**src/rtl/rpsc_pkg.sv**
```systemverilog
// rpsc_pkg: shared constants and types for the RPSC input conditioner.
// Holds the channel map, default channel count and the debounce state enum.
package rpsc_pkg;

   localparam int RPSC_N_INPUTS = 8;

   localparam int CH_FAN_PERM   = 0;
   localparam int CH_CA_PERM    = 1;
   localparam int CH_G1_PERM    = 2;
   localparam int CH_ANODE_PERM = 3;
   localparam int CH_FAN_ON     = 4;
   localparam int CH_CA_ON      = 5;
   localparam int CH_G1_ON      = 6;
   localparam int CH_ANODE_ON   = 7;

   typedef enum logic {
      STABLE = 1'b0,
      QUAL   = 1'b1
   } filt_state_t;

endpackage

```
**src/rtl/rpsc_debounce_ch.sv**
```systemverilog
// rpsc_debounce_ch: one input channel - 2-flop sync, debounce FSM,
// bounce counter and sticky chatter flag.
// Ports: clk, reset (async high), i_raw, i_wrap (window wrap strobe),
//   i_clr (chatter clear), o_filt, o_pulse, o_chatter.
// Chatter logic built only when RPSC_CHATTER_DET_EN is defined.
module rpsc_debounce_ch
   import rpsc_pkg::*;
#(
   parameter int   FILT_CYCLES = 1000,
   parameter logic INIT_VAL    = 1'b0,
   parameter int   CHATTER_MAX = 4
) (
   input  logic clk,
   input  logic reset,
   input  logic i_raw,
   input  logic i_wrap,
   input  logic i_clr,
   output logic o_filt,
   output logic o_pulse,
   output logic o_chatter
);

   localparam int CNT_W =
      (FILT_CYCLES > 1) ? $clog2(FILT_CYCLES) : 1;
   localparam logic [CNT_W-1:0] CNT_LAST =
      CNT_W'(FILT_CYCLES - 1);

   logic             r_s1;
   logic             r_s2;
   logic             r_filt;
   logic             r_pulse;
   logic [CNT_W-1:0] r_cnt;
   filt_state_t      r_state;

   logic [CNT_W-1:0] w_cnt_nxt;
   filt_state_t      w_state_nxt;
   logic             w_diff;
   logic             w_toggle;
   logic             w_bounce;

   assign w_diff = r_s2 ^ r_filt;

   always_comb begin
      w_state_nxt = r_state;
      w_cnt_nxt   = r_cnt;
      w_toggle    = 1'b0;
      w_bounce    = 1'b0;
      unique case (r_state)
         STABLE: begin
            if (w_diff) begin
               w_state_nxt = QUAL;
               w_cnt_nxt   = CNT_W'(1);
            end
         end
         QUAL: begin
            if (!w_diff) begin
               // level fell back before qualifying: a bounce
               w_state_nxt = STABLE;
               w_cnt_nxt   = '0;
               w_bounce    = 1'b1;
            end else if (r_cnt == CNT_LAST) begin
               w_state_nxt = STABLE;
               w_cnt_nxt   = '0;
               w_toggle    = 1'b1;
            end else begin
               w_cnt_nxt = r_cnt + 1'b1;
            end
         end
      endcase
   end

   always_ff @(posedge clk or posedge reset) begin
      if (reset) begin
         r_s1    <= INIT_VAL;
         r_s2    <= INIT_VAL;
         r_filt  <= INIT_VAL;
         r_pulse <= 1'b0;
         r_cnt   <= '0;
         r_state <= STABLE;
      end else begin
         r_s1    <= i_raw;
         r_s2    <= r_s1;
         r_pulse <= w_toggle;
         r_cnt   <= w_cnt_nxt;
         r_state <= w_state_nxt;
         if (w_toggle) begin
            r_filt <= ~r_filt;
         end
      end
   end

   assign o_filt  = r_filt;
   assign o_pulse = r_pulse;

`ifdef RPSC_CHATTER_DET_EN
   localparam int BNC_W = $clog2(CHATTER_MAX + 1);
   localparam logic [BNC_W-1:0] BNC_MAX =
      BNC_W'(CHATTER_MAX);

   logic [BNC_W-1:0] r_bcnt;
   logic             r_chat;
   logic             w_reach;

   // a bounce on the wrap edge is dropped
   assign w_reach = w_bounce && !i_wrap &&
                    (r_bcnt == BNC_MAX - 1'b1);

   always_ff @(posedge clk or posedge reset) begin
      if (reset) begin
         r_bcnt <= '0;
      end else if (i_wrap) begin
         r_bcnt <= '0;
      end else if (w_bounce && r_bcnt != BNC_MAX) begin
         r_bcnt <= r_bcnt + 1'b1;
      end
   end

   // set has priority over clear
   always_ff @(posedge clk or posedge reset) begin
      if (reset) begin
         r_chat <= 1'b0;
      end else if (w_reach) begin
         r_chat <= 1'b1;
      end else if (i_clr) begin
         r_chat <= 1'b0;
      end
   end

   assign o_chatter = r_chat;
`else
   logic w_unused;
   assign w_unused  = ^{i_wrap, i_clr, w_bounce,
                        CHATTER_MAX[0]};
   assign o_chatter = 1'b0;
`endif

endmodule

```
**src/rtl/rpsc_input_filter.sv**
```systemverilog
// rpsc_input_filter: N_CH synchronised, debounced RPSC inputs with
// change strobes and chatter flags; owns the shared chatter window.
// Ports: clk, reset (async high), raw_in, clr_chatter,
//   filt_out, change_pulse, chatter_flag.
// Macro RPSC_CHATTER_DET_EN builds the chatter window/counters.
module rpsc_input_filter
   import rpsc_pkg::*;
#(
   parameter int              N_CH        = RPSC_N_INPUTS,
   parameter int              FILT_CYCLES = 1000,
   parameter logic [N_CH-1:0] INIT_VAL    = '0,
   parameter int              CHATTER_WIN = 100000,
   parameter int              CHATTER_MAX = 4
) (
   input  logic            clk,
   input  logic            reset,
   input  logic [N_CH-1:0] raw_in,
   input  logic            clr_chatter,
   output logic [N_CH-1:0] filt_out,
   output logic [N_CH-1:0] change_pulse,
   output logic [N_CH-1:0] chatter_flag
);

   logic w_wrap;

`ifdef RPSC_CHATTER_DET_EN
   localparam int WIN_W =
      (CHATTER_WIN > 1) ? $clog2(CHATTER_WIN) : 1;
   localparam logic [WIN_W-1:0] WIN_LAST =
      WIN_W'(CHATTER_WIN - 1);

   logic [WIN_W-1:0] r_win;

   assign w_wrap = (r_win == WIN_LAST);

   always_ff @(posedge clk or posedge reset) begin
      if (reset) begin
         r_win <= '0;
      end else if (w_wrap) begin
         r_win <= '0;
      end else begin
         r_win <= r_win + 1'b1;
      end
   end
`else
   logic w_unused;
   assign w_unused = CHATTER_WIN[0];
   assign w_wrap   = 1'b0;
`endif

   for (genvar g = 0; g < N_CH; g++) begin : g_ch
      rpsc_debounce_ch #(
         .FILT_CYCLES (FILT_CYCLES),
         .INIT_VAL    (INIT_VAL[g]),
         .CHATTER_MAX (CHATTER_MAX)
      ) u_ch (
         .clk       (clk),
         .reset     (reset),
         .i_raw     (raw_in[g]),
         .i_wrap    (w_wrap),
         .i_clr     (clr_chatter),
         .o_filt    (filt_out[g]),
         .o_pulse   (change_pulse[g]),
         .o_chatter (chatter_flag[g])
      );
   end

endmodule

```
**config.mk**
```make
export PLATFORM = sky130hd
export DESIGN_NAME = rpsc_input_filter
export DESIGN_NICKNAME = d
export VERILOG_FILES = /design/src/rtl/rpsc_pkg.sv /design/src/rtl/rpsc_debounce_ch.sv /design/src/rtl/rpsc_input_filter.sv
export SDC_FILE = /design/constraint.sdc
export NUM_CORES = 1
export LEC_CHECK = 0
export CORE_UTILIZATION = 62
export CTS_BUF_LIST = sky130_fd_sc_hd__clkbuf_8
export DETAILED_ROUTE_END_ITERATION = 12
export HOLD_SLACK_MARGIN = 0.12
export PLACE_DENSITY = 0.82
export RECOVER_POWER = 25
export SYNTH_ARGS = -nofsm -noshare
export SYNTH_HDL_FRONTEND = slang
export SYNTH_HIERARCHICAL = 1
export SYNTH_SLANG_ARGS = --single-unit
```
**constraint.sdc**
```tcl
create_clock -name clk -period 2.22 [get_ports clk]
set_clock_uncertainty 0.1 [all_clocks]
set_input_delay 0.444 -clock clk [delete_from_list [all_inputs] [get_ports clk]]
set_output_delay 0.444 -clock clk [all_outputs]
set_load 0.05 [all_outputs]
```
# After elaboration in Yosys (flattened, before gate mapping)
# Cells that the tools add are included.
[word_totals]
mem_count = 0
romBits = 0
latch_bits = 0
ram_bits = 0
elab_cells = 184
regBits = 120
[classes]
n_lt_le_gt_ge = 0
div = 0
multipliers = 0
n_shift = 0
muxes = 88
n_eq_ne = 16
bitwise_logic = 24
n_reduce_logical = 0
addsub = 8
[op_table]
columns = ["cell", "n"]
rows = [
  ["2-to-1 mux 10 bit", 24],
  ["case mux 10 bit (2 select lines)", 8],
  ["adder 10 x 1 -> 10 bit, second input constant", 8],
  ["== test 10 bit, second input constant", 8],
  ["2-to-1 mux 1 bit", 48],
  ["inequality test 2 x 1 -> 1 bit, second input constant", 8],
  ["inverter 1 bit", 16],
  ["case mux 1 bit (2 select lines)", 8],
  ["XOR 1 bit", 8],
]

# Longest topological paths before layout
[logic_depth]
ltp_word = 4
depth_mapped = 6

# Cells and area by module
# Netlist, hierarchy kept.
[by_module_without_submodules]
columns = ["module", "area_each_um2", "seq_area_each_um2", "cells_per_inst", "instances"]
rows = [
  ["rpsc_debounce_ch", 768.2, 375.4, 76, 8],
  ["rpsc_input_filter", 3.8, 0.0, 1, 1],
]

# Worst setup path after synthesis
# OpenSTA, ideal clock, no wires.
[synth_timing]
kind = "reg-to-reg"
from = "register g_ch[0].u_ch.r_filt"
to = "register g_ch[0].u_ch.r_cnt[9]"
period_less_slack_ns = 1.766
path_stages_with_launch = 5
setup_slack_ns = 0.454
t_arrival_ns = 1.584
path_cell_list = "dfrtp_1 xor2_2 nand2_1 or4_1 o21ai_0"
[synth_between]
elab_chain_len = 3
word_cells_on_any_way = 4
classes_between = "eq/ne (1); mux (2); bitwise (1)"
[synth_lines]
columns = ["element", "line", "text"]
rows = [
  ["from (decl)", "rpsc_debounce_ch.sv:30", "logic r_filt;"],
  ["from (signal assigned)", "rpsc_debounce_ch.sv:87", "r_filt <= ~r_filt;"],
  ["XOR 1 bit *", "rpsc_debounce_ch.sv:41", "assign w_diff = r_s2 ^ r_filt;"],
  ["2-to-1 mux 10 bit", "rpsc_debounce_ch.sv:56", "if (!w_diff) begin"],
  ["case mux 10 bit (2 select lines)", "rpsc_debounce_ch.sv:48", "unique case (r_state)"],
  ["to (signal assigned)", "rpsc_debounce_ch.sv:84", "r_cnt <= w_cnt_nxt;"],
  ["to (decl)", "rpsc_debounce_ch.sv:32", "logic [CNT_W-1:0] r_cnt;"],
]
# Every way passes the cells marked *; elsewhere a longest branch is shown, timed or not.
# A chain may end at the register's enable or synchronous reset.

# Worst setup path in the final report
[layout_timing]
from = "register g_ch[3].u_ch.r_pulse"
to = "output port change_pulse[3]"
[layout_rtl]
columns = ["element", "line", "text"]
rows = [
  ["from (decl)", "rpsc_debounce_ch.sv:31", "logic r_pulse;"],
  ["from (signal assigned)", "rpsc_debounce_ch.sv:83", "r_pulse <= w_toggle;"],
  ["to (decl)", "rpsc_input_filter.sv:20", "output logic [N_CH-1:0] change_pulse,"],
]
# No word-level cell between the ends.

==> run summary <==
CTS tree = done
Die X = 102 µm
Most common cell after layout, fill and taps aside = dfrtp_1
Clock slew at reported path FFs = 70 ps
DIE AREA = 10,300 µm²
N_diodes = 0
Drt first-iter violations = 286
Core footprint = 9420 µm²
Worst min path class = reg -> reg
Largest net degree at the start of global routing = 17
PD cells = 676 nW/µm²
Syn Inst Count = 608
Number of global-route vias before repair = 4,622
Internal power = 3430 µW
Achievable Freq = 471 MHz
Part of the power in the clock network = 41.5%
FP Rows = 35
Final GP Congestion = 0.861
Final hold violations = 0
Root Driver = clkbuf_8
CP top delay family = buffers and inverters
Critical path arrival = 1580 ps
Max_slew headroom = 43.3%
Clock tree sinks = 120
Nets = 654
Post-Syn Area = 6150 µm²
Setup CP Type = reg -> out
Pleak = 0.00292 µW
Status = finished clean
Syn Nets = 627
Dpl hpwl = 8160 µm
First-pass GRT wire length = 20,200 µm
Die Ht = 102 µm
Fill cells = 704
Boundary pin count = 35
Routed WL = 11,700 µm
Crit path buf inv count = 1
Final Cycle Share = 95.6%
CP max-delay cell = clkdlybuf4s50_1
Critical Path End Type = output port
Worst vdd ir = 0.607 mV
Worst stage delay on the critical path = 800 ps
Remaining DRCs = 0
Postcts setup bufs = 0
Synthesized area per cell = 10.1 µm²
DR WL/cell = 15.1 µm
Cells along the critical path = clkdlybuf4s50_1
Fin worst setup slack = 97.4 ps
Hold_buf cts = 0
Initial Util = 65.3%
Total CTS buffers = 17
Area Overhead vs Synth = 10.5%
Setup WS pre-CTS = 318 ps
Via density = 6.11
Worst slew pin tran = 851 ps
# H-tree levels = 4
Detailed Routing Iterations Pass 1 = 8
Startpoint type of the worst setup path = flop
Port Buf Inserts = 25
Comb power frac = 7.7%
MaxCap Viol Count = 0
Most frequent cells in the layout = 120 x dfrtp_1, 48 x nand3_1, 48 x a31oi_1, 48 x o21ai_0, 40 x inv_1
Overflow after GRT = 0
Seq pwr share = 50.8%
Via count = 4,741
Detail Route Antenna Nets = 0
Total track usage = 25.1%
Initial antenna violation count = 0
Clk_lat worst skew = 430 ps
Share of layout cells above drive strength 1 = 14.2%
RSZ-0062 raised after global routing = no
Switching share of power = 25.2%
Clk buf depth = 2
WP data required = 1680 ps
Worst-path maximum fanout = 1
Synth Warn # = 6
Pins Over Slew Limit = 0
Setup TNS = 0 ps
Setup violations, final = 0
Final Critical Period = 2120 ps
NetSw = 1160 µW
## metal layers
metal	part of all wire [%]	track usage, %	vias up
met2	52	43.0	125
met1	42	30.1	2344
met5	0	0	-
met4	1.2	8.58	0
met3	4.5	7.52	15
li1	-	-	2257
## sequential cells by signal (all words and copies together), names as in the netlist
name,flops
g_ch.u_ch/r_cnt,80
g_ch.u_ch/o_filt,8
g_ch.u_ch/o_pulse,8
g_ch.u_ch/r_s1,8
g_ch.u_ch/r_s2,8
g_ch.u_ch/r_state,8
## power by group through the flow
stage               Clock [µW]  Combinational (µW)  Sequential (µW)
floorplan                    0                 285             2350
global placement             0                 338             2370
detailed placement           0                 358             2370
CTS                       1950                 358             2330
global route              2040                 402             2340
finish                    1910                 351             2330
## stage by stage
| step | instance area, µm² | util, % | cells | hold slack (ps) | total power [µW] |
|---|---|---|---|---|---|
| finish | 6790 | 72.1 | 776 | 249 | 4590 |
| global placement | 6420 | 68.2 | 745 | 232 | 2700 |
| floorplan | 6150 | - | 608 | 231 | 2640 |
| global route | 6790 | 72.1 | 776 | 257 | 4780 |
| CTS | 6800 | 72.2 | 776 | 252 | 4640 |
| detailed placement | 6420 | 68.2 | 745 | 236 | 2730 |
## timing repair
item / 4_1_cts / 5_1_grt
endpoints found under the hold margin: 0 / 0
gates resized for setup: 8 / 0
setup endpoints to repair: 8 / 0
## final timing paths
check | depth (start not counted) | start | endpoint | slack [ps]
setup / recovery | 1 | g_ch[3].u_ch/o_pulse | change_pulse[3] | 100
hold reg to reg | 0 | g_ch[7].u_ch/r_s1 | g_ch[7].u_ch/r_s2 | 250
setup reg to reg | 5 | g_ch[3].u_ch/r_cnt[0] | g_ch[3].u_ch/r_cnt[4] | 270
hold / removal | 0 | g_ch[7].u_ch/r_s1 | g_ch[7].u_ch/r_s2 | 250
max in group asynchronous | 3 | reset | g_ch[3].u_ch/o_pulse | 690
min in group asynchronous | 2 | reset | g_ch[6].u_ch/r_cnt[5] | 470
## final cells by class
cell class	instances	area, µm²	share of cell area (%)
clock buffers	19	262	3.85
clock inverters	12	128	1.88
inverters	40	150	2.21
multi-input cells	424	2800	41.3
flip-flops and latches	120	3000	44.2
well taps	129	161	2.38
repair buffers	32	285	4.20
No activity file was read; power rests on OpenSTA's default activity.
